**src/rtl/universal_shift_register.sv**
```systemverilog
// rtl/universal_shift_register.sv - n-bit universal shift register with multi-cycle rotate-by-amount.
// Optional even-parity output of Q is enabled by defining USR_PARITY_EN.
module universal_shift_register #(
  parameter int n  = 8,
  parameter int AW = $clog2(n) + 1
) (
  input  logic          clk,
  input  logic          rst,
  input  logic [n-1:0]  I,
  input  logic [2:0]    mode,
  input  logic          sin_l,
  input  logic          sin_r,
  input  logic [AW-1:0] amt,
  input  logic          dir,
  output logic [n-1:0]  Q,
  output logic          sout_l,
  output logic          sout_r,
  output logic          busy,
  output logic          done,
  output logic          parity
);

  localparam logic [0:0] IDLE = 1'b0;
  localparam logic [0:0] ROT  = 1'b1;

  localparam logic [AW-1:0] AMT_MAX = AW'(n);
  localparam logic [AW-1:0] AMT_ONE = AW'(1);

  logic [0:0]    state, state_nx;
  logic [AW-1:0] cnt, cnt_nx;
  logic          dir_q, dir_nx;
  logic          done_nx;
  logic [n-1:0]  q_nx;
  logic [n-1:0]  rotl, rotr;

  assign rotl = {Q[n-2:0], Q[n-1]};
  assign rotr = {Q[0], Q[n-1:1]};

  always_comb begin
    q_nx     = Q;
    state_nx = state;
    cnt_nx   = cnt;
    dir_nx   = dir_q;
    done_nx  = 1'b0;
    if (state == ROT) begin
      // Inputs are ignored here; only the latched direction and count matter.
      q_nx   = dir_q ? rotr : rotl;
      cnt_nx = cnt - AMT_ONE;
      if (cnt == AMT_ONE) begin
        state_nx = IDLE;
        done_nx  = 1'b1;
      end
    end else begin
      case (mode)
        3'b000: q_nx = Q;
        3'b001: q_nx = I;
        3'b010: q_nx = {Q[n-2:0], sin_r};
        3'b011: q_nx = {sin_l, Q[n-1:1]};
        3'b100: q_nx = rotl;
        3'b101: q_nx = rotr;
        3'b110: q_nx = '0;
        default: begin
          if (amt == '0) begin
            done_nx = 1'b1;
          end else begin
            cnt_nx   = (amt > AMT_MAX) ? AMT_MAX : amt;
            dir_nx   = dir;
            state_nx = ROT;
          end
        end
      endcase
    end
  end

  always_ff @(posedge clk or posedge rst) begin
    if (rst) begin
      Q     <= '0;
      state <= IDLE;
      cnt   <= '0;
      dir_q <= 1'b0;
      done  <= 1'b0;
    end else begin
      Q     <= q_nx;
      state <= state_nx;
      cnt   <= cnt_nx;
      dir_q <= dir_nx;
      done  <= done_nx;
    end
  end

  assign busy   = (state == ROT);
  assign sout_l = Q[n-1];
  assign sout_r = Q[0];

`ifdef USR_PARITY_EN
  always_ff @(posedge clk or posedge rst) begin
    if (rst) parity <= 1'b0;
    else     parity <= ^q_nx;
  end
`else
  assign parity = 1'b0;
`endif

endmodule

```
**config.mk**
```make
export PLATFORM = sky130hd
export DESIGN_NAME = universal_shift_register
export DESIGN_NICKNAME = d
export VERILOG_FILES = /design/src/rtl/universal_shift_register.sv
export SDC_FILE = /design/constraint.sdc
export NUM_CORES = 1
export LEC_CHECK = 0
export CAP_MARGIN = 30
export CORE_ASPECT_RATIO = 0.8
export CORE_MARGIN = 4
export CORE_UTILIZATION = 35
export CTS_CLUSTER_DIAMETER = 80
export DETAILED_ROUTE_END_ITERATION = 10
export MAX_ROUTING_LAYER = met4
export SYNTH_ARGS = -nofsm -noshare
export SYNTH_HDL_FRONTEND = slang
export SYNTH_SLANG_ARGS = --single-unit
```
**constraint.sdc**
```tcl
create_clock -name clk -period 1.6 [get_ports clk]
set_clock_uncertainty 0.1 [all_clocks]
set_input_delay 0.4 -clock clk [delete_from_list [all_inputs] [get_ports clk]]
set_output_delay 0.4 -clock clk [all_outputs]
set_load 0.005 [all_outputs]
```
==> key figures <==
Status
  • Outcome: finished, final reports clean

STA
  • Final hold violations: 0
  • Slew Viols, Final: 0
  • Hold WS: 0.3444 ns
  • Minimum clock period: 1.563 ns
  • Fmax: 0.6398 GHz
  • Setup ws final: 0.03700 ns
  • # setup viols final: 0
  • RSZ-0062 raised after global routing: no
  • Tcrit/Tclk final: 97.69%

Die
  • # IOs: 33
  • Die Wd: 72.36 um
  • # rows: 18
  • Die height: 59.49 um
  • Core area: 3131 um2
  • Die area: 4305 um2
  • Starting density of the core: 37.05%

Power and ir drop
  • Worst IR Drop VDD: 0.9523 mV
  • Pleak: 0.7581 nW
  • Pwr Density: 1587 nW/um2

Cells and area
  • Final #Nets: 208
  • Syn-to-layout area delta: 46.17%
  • Post-route cell area: 1695 um2
  • Commonest non-fill, non-tap cells in the layout: 25 x buf_4, 17 x nand2_1, 15 x dfrtp_1
  • Share of post-route cells with drive strength above 1: 28.65%
  • Final Util: 54.16%
  • # fillers: 293
  • Leading cell type in the layout, fill and taps excluded: buf_4
  • # diodes: 0

Route
  • Drt initial violations: 35
  • WL/cell: 15.16 um
  • Routed vias: 1224
  • Post-route ant nets: 0
  • DR vias/cell: 5.440
  • DRC: 0
  • DRT Pass-1 Iters: 4
  • Total wire length: 3.411 mm

Clock network
  • Clk_lat worst skew: 0.25 ns
  • Num CTS Buffers: 3
  • CTS max path bufs: 2
  • Hold Buf Count CTS: 0
  • Root buf cell: clkbuf_8
  • CTS tree: yes
  • Clock transition at path regs: 0.07 ns
  • CTS Sinks: 15
  • H-tree levels: 1

Placed design
  • Post-Place Worst Slack: -0.6390 ns
  • Post-DP HPWL: 2.575 mm
  • Number of port buffers: 31
  • Placer's final routability congestion estimate: 0.8761
  • Placed Area: 1588 um2

Worst setup path
  • Crit start category: primary input
  • Crit. End Element: register
  • Worst R2R End: busy$_DFF_PP0_
  • CP cell instances: dlygate4sd2_1, or4_4, and3_4, mux2_4
  • Crit Path Class: primary input to register
  • R2R Setup Slk: 0.13 ns
  • CP max stage cell: or4_4
  • CP Data Arrival Time: 1.61 ns
  • Slowest stage delay, CP: 0.49 ns
  • Buf+Inv Stages, Crit Path: 1
  • Top Family by Delay on Critical Path: simple AND/OR/NAND/NOR gates
  • CP max FO: 3
  • Data required, critical path: 1.64 ns
  • Reg2reg path depth: 4
  • RR Startpoint: cnt[1]$_DFFE_PP0P_

Logic synthesis
  • Asr flop ratio synth: 100.0%
  • Synth area leaders: dfrtp_1 32%, a311o_1 6.0%, mux2_2 5.8%
  • Synthesis warning total: 0
  • Top cell type's share of synthesized area: 32.36%
  • Post-Syn Nets: 157
  • Post-Syn Area: 1160 um2
  • EDFF count, synth: 0
  • Register area share after synthesis: 32.36%
  • Cells after Synth: 135
  • Largest area contributor in the synthesized netlist: dfrtp_1
  • Avg Cell Area, Syn: 8.592 um2
  • Synth Flop Type: dfrtp_1
  • Cell variety after synth: 40
  • #FFs+latches synth: 15

Hold path
  • Worst min-delay path category: primary input to asynchronous set/reset pin

Global route
  • Gr usage total: 17.10%
  • Total global routing overflow: 0
  • Vias in the first global route: 1158
  • First-pass GRT wire length: 5.520 mm
  • Initial antenna violation count: 0
  • Largest net degree at the start of global routing: 17

Flow run
  • Max-Cap Viols: 0
==> registers in the layout, indices dropped and copies added (netlist names) <==
name,count
done,1
Q,8
cnt,4
dir_q,1
busy,1
==> cells in the mapped netlist (3+ instances only) <==
cell type,number
a211oi_1,3
a21oi_1,12
a31oi_1,7
buf_4,4
mux2_2,6
a311o_1,7
nand2_1,17
dfrtp_1,15
inv_1,6
o21ai_0,5
buf_2,3
o21ai_1,6
nand2b_1,3
nor2_1,9
==> layout make-up <==
class                   instances  area, um2  area share (%)
multi-input cells             102      698.2           41.18
repair buffers                 58      500.5           29.52
flip-flops and latches         15      375.4           22.14
well taps                      40      50.05           2.952
clock buffers                   3      41.29           2.435
inverters                       6      22.52           1.328
clock inverters                 1      7.507          0.4428
==> cells by family after synthesis <==
family | count (synthesis) | share of synthesized area, %
other cells | 1 | 0.3233
buf+inv | 18 | 10.14
compound gates | 50 | 29.45
fa+ha+maj | 2 | 2.157
simple gates | 41 | 17.69
xor+xnor | 1 | 0.7553
flops | 15 | 32.36
mux | 7 | 7.119
==> per-stage QoR <==
| stage | total power [W] | TNS [ns] | std cells |
|---|---|---|---|
| after global routing | 0.002909 | 0 | 225 |
| after detailed placement | 0.002303 | -7.234 | 214 |
| final | 0.002691 | 0 | 225 |
| after global placement | 0.002251 | -6.744 | 214 |
| after CTS | 0.002641 | -0.02107 | 224 |
| after floorplan | 0.001598 | 0 | 135 |
==> worst max path at each step <==
stage,slack (ns),cells after the start,endpoint,start
3_5_place_dp,-0.64,5,Q[2]$_DFFE_PP0P_,mode[2]
2_1_floorplan,0.001,3,dir_q$_DFFE_PP0P_,amt[0]
3_3_place_gp,-0.61,5,Q[2]$_DFFE_PP0P_,mode[2]
5_1_grt,0.02,4,dir_q$_DFFE_PP0P_,amt[2]
4_1_cts,-0.02,7,Q[2]$_DFFE_PP0P_,mode[2]
6_report,0.04,4,dir_q$_DFFE_PP0P_,amt[2]
==> timing repair <==
item | 4_1_cts | 5_1_grt
pin swaps | 3 | 4
setup endpoints to repair | 25 | 12
setup buffers | 6 | 1
resized for setup | 24 | 13
==> routing by layer <==
metal  vias to the layer above  GRT usage (%)  part of all wire (%)
li1                        592              -                     -
met1                       596          22.65                    48
met2                        32          26.07                    47
met3                         4          4.068                   4.4
met4                         0          4.826                  0.91
met5                         -              -                     0
==> power breakdown <==
part / total [W] / switching [W] / internal (W)
sequential: 0.000726 / 0.000154 / 0.000573
combinational: 0.00164 / 0.000758 / 0.000887
clock: 0.000320 / 0.000145 / 0.000175
==> worst register-to-register path: stages (launching register included) <==
cell and delay (ns):
dfrtp_1 0.42, inv_1 0.10, ha_1 0.13, or3b_2 0.46
a21boi_0 0.14
Power figures use the tool's default switching activity.
